$ cat src/rtl/spi_master_if.sv
// ============================================================================
// Module      : spi_master_if
// Description : Byte request/response and serial-line bundle for spi_master.
// Revision    : 1.0
// ============================================================================
`default_nettype none

interface spi_master_if;
    logic [7:0] data_in;
    logic       data_in_valid;
    logic       hold_cs;
    logic [7:0] data_out;
    logic       data_out_valid;
    logic       busy;
    logic       sck;
    logic       cs;
    logic       mosi;
    logic       miso;

    modport master (
        input  data_in, data_in_valid, hold_cs, miso,
        output data_out, data_out_valid, busy, sck, cs, mosi
    );

    modport slave (
        output data_in, data_in_valid, hold_cs, miso,
        input  data_out, data_out_valid, busy, sck, cs, mosi
    );
endinterface

`default_nettype wire

$ cat src/rtl/spi_master.sv
// ============================================================================
// Module      : spi_master
// Description : Byte-oriented SPI master with optional multi-byte frames.
//               Define SPI_MASTER_LSB_FIRST_EN for LSB-first bit order.
// Revision    : 1.0
// ============================================================================
`default_nettype none

module spi_master #(
    parameter int CLK_DIV = 4,
    parameter bit CPOL    = 1'b0,
    parameter bit CPHA    = 1'b0
) (
    input  wire logic      clk,
    input  wire logic      reset,
    spi_master_if.master   bus
);

    localparam int               c_DIV_W    = (CLK_DIV > 1) ? $clog2(CLK_DIV) : 1;
    localparam logic [c_DIV_W-1:0] c_DIV_LAST = c_DIV_W'(CLK_DIV - 1);
    localparam logic [c_DIV_W-1:0] c_DIV_ONE  = c_DIV_W'(1);

    localparam logic [2:0] c_IDLE  = 3'd0;
    localparam logic [2:0] c_SETUP = 3'd1;
    localparam logic [2:0] c_XFER  = 3'd2;
    localparam logic [2:0] c_WAIT  = 3'd3;
    localparam logic [2:0] c_GAP   = 3'd4;

    logic [2:0]         r_state;
    logic [2:0]         w_state_next;
    logic [c_DIV_W-1:0] r_div;
    logic [3:0]         r_edge;
    logic [7:0]         r_tx;
    logic [7:0]         r_rx;
    logic [7:0]         r_data_out;
    logic               r_dov;
    logic               r_sck;
    logic               r_mosi;
    logic               r_cs;
    logic               r_busy;
    logic               w_cs_next;
    logic               w_busy_next;
    logic               w_active;
    logic               w_tick;
    logic               w_accept;
    logic               w_last_edge;
    logic               w_sample;
    logic [7:0]         w_rx_in;
    logic [7:0]         w_rx_next;

    function automatic logic f_first(input logic [7:0] v);
`ifdef SPI_MASTER_LSB_FIRST_EN
        return v[0];
`else
        return v[7];
`endif
    endfunction

    function automatic logic [7:0] f_shift(input logic [7:0] v);
`ifdef SPI_MASTER_LSB_FIRST_EN
        return {1'b0, v[7:1]};
`else
        return {v[6:0], 1'b0};
`endif
    endfunction

`ifdef SPI_MASTER_LSB_FIRST_EN
    assign w_rx_in = {bus.miso, r_rx[7:1]};
`else
    assign w_rx_in = {r_rx[6:0], bus.miso};
`endif

    assign w_active    = (r_state == c_SETUP) || (r_state == c_XFER) || (r_state == c_GAP);
    assign w_tick      = w_active && (r_div == c_DIV_LAST);
    assign w_accept    = bus.data_in_valid && ((r_state == c_IDLE) || (r_state == c_WAIT));
    assign w_last_edge = (r_state == c_XFER) && w_tick && (r_edge == 4'd15);
    // Even edges are leading; CPHA selects which parity samples miso.
    assign w_sample    = (r_edge[0] == CPHA);
    assign w_rx_next   = w_sample ? w_rx_in : r_rx;

    // State register; cs/busy are registered from the next-state decode.
    always_ff @(posedge clk) begin
        if (reset) begin
            r_state <= c_IDLE;
            r_cs    <= 1'b1;
            r_busy  <= 1'b0;
        end else begin
            r_state <= w_state_next;
            r_cs    <= w_cs_next;
            r_busy  <= w_busy_next;
        end
    end

    always_comb begin
        w_state_next = r_state;
        case (r_state)
            c_IDLE:  if (w_accept) w_state_next = c_SETUP;
            c_SETUP: if (w_tick) w_state_next = c_XFER;
            c_XFER:  if (w_last_edge) w_state_next = bus.hold_cs ? c_WAIT : c_GAP;
            c_WAIT: begin
                if (w_accept)          w_state_next = c_SETUP;
                else if (!bus.hold_cs) w_state_next = c_GAP;
            end
            c_GAP:   if (w_tick) w_state_next = c_IDLE;
            default: w_state_next = c_IDLE;
        endcase
    end

    always_comb begin
        w_cs_next   = !((w_state_next == c_SETUP) || (w_state_next == c_XFER) ||
                        (w_state_next == c_WAIT));
        w_busy_next = (w_state_next == c_SETUP) || (w_state_next == c_XFER) ||
                      (w_state_next == c_GAP);
    end

    always_ff @(posedge clk) begin
        if (reset) begin
            r_div      <= '0;
            r_edge     <= 4'd0;
            r_tx       <= 8'h00;
            r_rx       <= 8'h00;
            r_data_out <= 8'h00;
            r_dov      <= 1'b0;
            r_sck      <= CPOL;
            r_mosi     <= 1'b0;
        end else begin
            r_dov <= w_last_edge;
            r_div <= (w_active && !w_tick) ? r_div + c_DIV_ONE : '0;
            if (w_accept) begin
                r_tx   <= bus.data_in;
                r_edge <= 4'd0;
                if (!CPHA) r_mosi <= f_first(bus.data_in);
            end
            if ((r_state == c_XFER) && w_tick) begin
                r_sck  <= ~r_sck;
                r_edge <= r_edge + 4'd1;
                r_rx   <= w_rx_next;
                if (w_last_edge) r_data_out <= w_rx_next;
                if (!CPHA) begin
                    // The first bit is already on mosi, so the 16th edge shifts nothing.
                    if (r_edge[0] && !w_last_edge) begin
                        r_tx   <= f_shift(r_tx);
                        r_mosi <= f_first(f_shift(r_tx));
                    end
                end else if (!r_edge[0]) begin
                    r_mosi <= f_first(r_tx);
                    r_tx   <= f_shift(r_tx);
                end
            end
        end
    end

    assign bus.sck            = r_sck;
    assign bus.cs             = r_cs;
    assign bus.busy           = r_busy;
    assign bus.mosi           = r_mosi;
    assign bus.data_out       = r_data_out;
    assign bus.data_out_valid = r_dov;

endmodule

`default_nettype wire

$ cat src/flat_wrapper.sv
// flat-port wrapper written by rule: the top's interface ports become plain ports
module spi_master_flat 
#(
    parameter int CLK_DIV = 4,
    parameter bit CPOL    = 1'b0,
    parameter bit CPHA    = 1'b0
)
  (clk, reset, bus_data_in, bus_data_in_valid, bus_hold_cs, bus_miso, bus_data_out, bus_data_out_valid, bus_busy, bus_sck, bus_cs, bus_mosi);
  spi_master_if bus_i ();
  input  wire logic clk;
  input  wire logic reset;
  input wire logic [$bits(bus_i.data_in)-1:0] bus_data_in;
  input wire logic [$bits(bus_i.data_in_valid)-1:0] bus_data_in_valid;
  input wire logic [$bits(bus_i.hold_cs)-1:0] bus_hold_cs;
  input wire logic [$bits(bus_i.miso)-1:0] bus_miso;
  output wire logic [$bits(bus_i.data_out)-1:0] bus_data_out;
  output wire logic [$bits(bus_i.data_out_valid)-1:0] bus_data_out_valid;
  output wire logic [$bits(bus_i.busy)-1:0] bus_busy;
  output wire logic [$bits(bus_i.sck)-1:0] bus_sck;
  output wire logic [$bits(bus_i.cs)-1:0] bus_cs;
  output wire logic [$bits(bus_i.mosi)-1:0] bus_mosi;
  assign bus_i.data_in = bus_data_in;
  assign bus_i.data_in_valid = bus_data_in_valid;
  assign bus_i.hold_cs = bus_hold_cs;
  assign bus_i.miso = bus_miso;
  assign bus_data_out = bus_i.data_out;
  assign bus_data_out_valid = bus_i.data_out_valid;
  assign bus_busy = bus_i.busy;
  assign bus_sck = bus_i.sck;
  assign bus_cs = bus_i.cs;
  assign bus_mosi = bus_i.mosi;
  spi_master #(.CLK_DIV(CLK_DIV), .CPOL(CPOL), .CPHA(CPHA)) u_core (.clk(clk), .reset(reset), .bus(bus_i));
endmodule
$ cat config.mk
export PLATFORM = sky130hd
export DESIGN_NAME = spi_master_flat
export DESIGN_NICKNAME = d
export VERILOG_FILES = /design/src/rtl/spi_master_if.sv /design/src/rtl/spi_master.sv /design/src/flat_wrapper.sv
export SDC_FILE = /design/constraint.sdc
export NUM_CORES = 1
export LEC_CHECK = 0
export ABC_AREA = 1
export CORE_MARGIN = 8
export CORE_UTILIZATION = 52
export DETAILED_ROUTE_END_ITERATION = 6
export PLACE_DENSITY = 0.86
export SYNTH_ARGS = -nofsm -noshare
export SYNTH_HDL_FRONTEND = slang
export SYNTH_SLANG_ARGS = --single-unit
$ cat constraint.sdc
create_clock -name clk -period 1.9 [get_ports clk]
set_input_delay 0.19 -clock clk [delete_from_list [all_inputs] [get_ports clk]]
set_output_delay 0.19 -clock clk [all_outputs]
set_load 0.03 [all_outputs]
Word-level counts from Yosys, hierarchy flattened
Index checks and enable logic that the tools add are counted.
{"block": "word_totals", "out_inout_bits": 13, "reg_bits": 38}
{"block": "classes", "n_reduce_logical": 19, "n_bitwise": 2, "muxes": 17, "eq_ne": 10, "addsub": 2}
{"cell": "$mux W8", "count": 4}
{"cell": "$mux W3", "count": 7}
{"cell": "$pmux W3 S5", "count": 1}
{"cell": "$eq A3 B2 Y1 const B", "count": 4}
{"cell": "$mux W4", "count": 2}
{"cell": "$eq A3 B1 Y1 const B", "count": 2}
{"cell": "$eq A3 B3 Y1 const B", "count": 2}
{"cell": "$logic_and A1 B1 Y1", "count": 6}
{"cell": "$logic_or A1 B1 Y1", "count": 6}
{"cell": "$add A4 B1 Y4 const B", "count": 1}
{"cell": "$eq A4 B4 Y1 const B", "count": 1}
{"cell": "$logic_not A1 Y1", "count": 3}
{"cell": "$logic_not A3 Y1", "count": 1}
{"cell": "$mux W1", "count": 3}
{"cell": "$add A2 B1 Y2 const B", "count": 1}
{"cell": "$eq A2 B2 Y1 const B", "count": 1}
{"cell": "$not A1 Y1", "count": 2}
{"cell": "$reduce_and A2 Y1", "count": 1}
{"cell": "$reduce_bool A2 Y1", "count": 1}
{"cell": "$reduce_or A2 Y1", "count": 1}

Logic depth before layout (Yosys ltp)
{"block": "logic_depth", "word_depth": 12, "depth_mapped": 9, "mapped_depth_nobuf": 9}

Worst setup path after synthesis
OpenSTA, ideal clock, no wires.
{"block": "synth_path", "path_type": "reg2reg", "from": "register u_core.r_edge[0]", "to": "register u_core.r_busy, in the netlist u_core.bus.busy", "path_slack_ns": 0.500, "period_less_slack_ns": 1.400, "setup_ns": 0.111, "path_stages_with_launch": 9, "arrival_time_ns": 1.289, "n_path_buf": 0, "cell_sequence": "dfxtp_1 > ha_1 > nand2_1 > nor2_2 > a31oi_1 > nor2_1 > nand2_1 > nor2_1 > nor2_1"}
{"block": "synth_between", "elab_chain_cells": 7}
{"element": "from (decl)", "line": "spi_master.sv:32", "rtl": "logic [3:0] r_edge;"}
{"element": "from (signal assigned)", "line": "spi_master.sv:136", "rtl": "r_edge <= r_edge + 4'd1;"}
{"element": "$eq A4 B4 Y1 *", "line": "spi_master.sv:76", "rtl": "assign w_last_edge = (r_state == c_XFER) && w_tick && (r_edge == 4'd15);"}
{"element": "$logic_and A1 B1 Y1 *", "line": "spi_master.sv:76"}
{"element": "$mux W3 *", "line": "spi_master.sv:99", "rtl": "c_XFER: if (w_last_edge) w_state_next = bus.hold_cs ? c_WAIT : c_GAP;"}
{"element": "$pmux W3 S5 *", "line": "spi_master.sv:96", "rtl": "case (r_state)"}
{"element": "$eq A3 B1 Y1 or $eq A3 B2 Y1 (tied branches)", "line": "spi_master.sv:112", "rtl": "w_busy_next = (w_state_next == c_SETUP) || (w_state_next == c_XFER) ||"}
{"element": "$logic_or A1 B1 Y1", "line": "spi_master.sv:112"}
{"element": "$logic_or A1 B1 Y1 *", "line": "spi_master.sv:112"}
{"element": "to (signal assigned)", "line": "spi_master.sv:90", "rtl": "r_busy <= w_busy_next;"}
{"element": "to (decl)", "line": "spi_master.sv:40", "rtl": "logic r_busy;"}
Mark *: on every way between the ends. The rest lies on a longest branch, timed or not.
A chain may end at the register's enable or synchronous reset.

Final worst setup path
{"block": "layout_path", "from": "register u_core.r_data_out[2], in the netlist u_core.bus.data_out[2]", "to": "output port bus_data_out[2]"}
{"element": "from (decl)", "line": "spi_master.sv:35", "rtl": "logic [7:0] r_data_out;"}
{"element": "from (signal assigned)", "line": "spi_master.sv:138", "rtl": "if (w_last_edge) r_data_out <= w_rx_next;"}
{"element": "to (decl)", "line": "flat_wrapper.sv:16", "rtl": "output wire logic [$bits(bus_i.data_out)-1:0] bus_data_out;"}
No word-level cell between the ends.

==> flow_summary.yaml <==
finish:
  area_growth_pct: 23.09
  filler_cell_count: 288
  diodes: 0
  layout-drive-gt1-share_pct: 9.665
  layout.nets: 283
  final_cells: 313
floorplanning:
  io_pins: 26
  rows: 20
  dieArea_mm2: 0.005331
  die_h_um: 73.02
  core-area_mm2: 0.003078
  die_x_um: 73.02
  initial_core_util_pct: 54.92
critical_path:
  crit_chain: "clkdlybuf4s50_1"
  critPathMaxFanout: 2
  reg2reg_setup_slack_ps: 350
  worst_setup_path_start_kind: "flip-flop"
  crit_arrival_ps: 1390
  cp_slowest_cell: "clkdlybuf4s50_1"
  cp.required_ps: 1710
  crit_family: "buffers and inverters"
  cpPeakStageDelay_ps: 680
  crit_type: "flip-flop to output port"
  end_kind: "output port"
  crit_buf_inv: 1
power_and_ir_drop:
  power_frac_comb_pct: 8.1
  clkPwrFrac_pct: 42.5
  internal_power_mw: 1.267
  leakage_nw: 0.8630
  switching_share_pct: 22.13
  switchingPower_mw: 0.3601
  seq_power_share_pct: 49.4
  vdd_ir_drop_max_mv: 0.5751
  power.density_mw_per_mm2: 782.0
synth:
  synth.distinct_cells: 24
  synthesis.area_mm2: 0.001690
  avgSynthCellArea_um2: 7.043
  synth_edf_count: 0
  ys_seq_elements: 37
  synth_top_area_share_pct: 43.82
  ys.flop_type: "dfxtp_1"
  yosysTopAreaCell: "dfxtp_1"
  syn_inst: 240
  synth.most_common_cell: "nor2_1"
  syn_nets: 255
  synthTopCellsByCount: "46 x nor2_1, 41 x nand2_1, 37 x dfxtp_1, 37 x o21ai_0, 22 x inv_1"
  synthTopCellsByArea: "dfxtp_1 44%, o21ai_0 11%, nor2_1 10%"
  synth_async_sr_flop_share_pct: 0
  yosysSeqAreaShare_pct: 43.82
  yosys_warnings: 0
cts:
  cts_root_buf: "clkbuf_4"
  worstSkewPairLatency_ps: 350
  clockBufferDepth: 2
  cts-buffers-inserted: 5
  cts.reportedPaths.clkPinSlew_ps: 120
  htreeDepth: 2
  cts_tree: "yes"
  cts_setup_buffers: 0
  clkSinkCount: 37
  ctsHoldBuffers: 0
  cts_resized: 0
sta:
  fmax_mhz: 634.6
  finalCritPeriodShare_pct: 82.94
  setup_viol: 0
  hold_viol: 0
  setup_ws_ps: 324.2
  hold_slack_ps: 392.4
  fin_skew_ps: 14.67
  slew_headroom_pct: 77.00
  maxSlewViolCount: 0
  rsz0062_at_grt: "false"
  worst_slew_pin_slew_ps: 344.6
  post-route-min-period_ps: 1576
  fin_setup_tns_ps: 0
route:
  met2_wirelength_um: 1658
  wl_per_cell_um: 11.63
  vias_per_cell: 5.208
  drtPass1Iterations: 4
  top_layer_used: "met4"
  met3_wirelength_um: 253
  dr.first_iter.drc_count: 187
  wl_um: 3641
  drtAntennaViolNets: 0
  met1_length_um: 1643
  vias: 1630
  drc: 0
placement:
  pre_cts_ws_ps: 344.4
  placed_cells: 305
  io_buffers: 25
  gp_congestion: 0.8978
  dp_hpwl_um: 2576
hold_path:
  hp-class: "input pin to flip-flop"
global_routing:
  grt_pass1_wl_um: 6513
  grt_max_degree: 30
  grt_use_total_pct: 14.97
  antenna_found_initial: 0
  grt_pass1_vias: 1560
  gr-total-overflow: 0
flow_run:
  drv_cap: 0
outcome:
  outcome: "finished, final reports clean"
==> worst paths after layout <==
path                                                           from                                   to  depth (start not counted)
worst max-delay path            u_core.bus.data_out[2]$_SDFFE_PP0P_                      bus_data_out[2]                          1
worst min register to register           u_core.r_div[0]$_SDFF_PP0_           u_core.r_div[0]$_SDFF_PP0_                          1
worst min-delay path                                 bus_data_in[0]            u_core.r_tx[0]$_SDFF_PP0_                          3
worst max register to register           u_core.r_div[0]$_SDFF_PP0_  u_core.bus.data_out[3]$_SDFFE_PP0P_                          6
==> metrics by stage <==
stage          util (%)  area, um^2  power, mW
2_1_floorplan         -        1690     0.9004
3_3_place_gp      64.15        1974     0.9487
3_5_place_dp      64.15        1974     0.9514
4_1_cts           67.60        2081      1.636
5_1_grt           67.60        2081      1.687
6_report          67.60        2081      1.627
==> power by group through the flow <==
stage | registers [mW] | logic (mW) | clock network (mW)
detailed placement | 0.821 | 0.130 | 0
floorplan | 0.830 | 0.0708 | 0
global route | 0.807 | 0.147 | 0.733
global placement | 0.821 | 0.128 | 0
finish | 0.804 | 0.132 | 0.691
CTS | 0.804 | 0.133 | 0.699
==> logic make-up (layout without fill, tap and decap cells) <==
kind of cell    count (synthesis)  in the layout  synth area share [%]
buf+inv                        33             62                 8.660
fa+ha+maj                       2              2                 1.480
simple gates                  116            116                 29.98
flops                          37             37                 43.82
compound gates                 52             52                 16.06
==> flip-flops by register name, indices dropped and copies added (netlist names) <==
signal and cells:
u_core.bus.data_out_valid 1, u_core.r_state 3, u_core.bus.mosi 1, u_core.r_tx 7
u_core.bus.busy 1, u_core.r_rx 8, u_core.r_edge 4, u_core.bus.cs 1
u_core.bus.data_out 8, u_core.r_div 2, u_core.bus.sck 1
==> cell type report <==
type / count / area, um^2 / area share (%)
clock buffers: 5 / 37.54 / 1.804
clock inverters: 3 / 68.82 / 3.307
inverters: 25 / 95.09 / 4.570
multi-input cells: 170 / 803.3 / 38.60
flip-flops and latches: 37 / 740.7 / 35.60
well taps: 44 / 55.05 / 2.646
repair buffers: 29 / 280.3 / 13.47
==> cells in the final DEF (no fill, tap or decap) <==
master / Yosys / final
inv_6: 0 / 1
clkdlybuf4s50_1: 0 / 25
inv_1: 22 / 22
nor2_1: 46 / 46
nor3_4: 1 / 1
nand2_4: 1 / 1
clkinv_2: 1 / 1
nand4_1: 3 / 3
o21ai_0: 37 / 37
a211oi_1: 1 / 1
nand3_1: 16 / 16
clkbuf_4: 0 / 5
a21oi_1: 12 / 12
ha_1: 2 / 2
nor2_2: 4 / 4
dfxtp_1: 37 / 37
nand3_2: 1 / 1
inv_2: 2 / 2
bufinv_16: 0 / 2
a31oi_1: 1 / 1
buf_4: 1 / 4
nand2_1: 41 / 41
nand2_2: 3 / 3
a211oi_2: 1 / 1
==> per-layer routing <==
metal	up-vias	global-route usage, %
met5	-	0
met4	0	6.444
met1	732	17.41
met3	12	4.533
met2	54	24.63
li1	832	-
(Power assumes the default switching activity.)
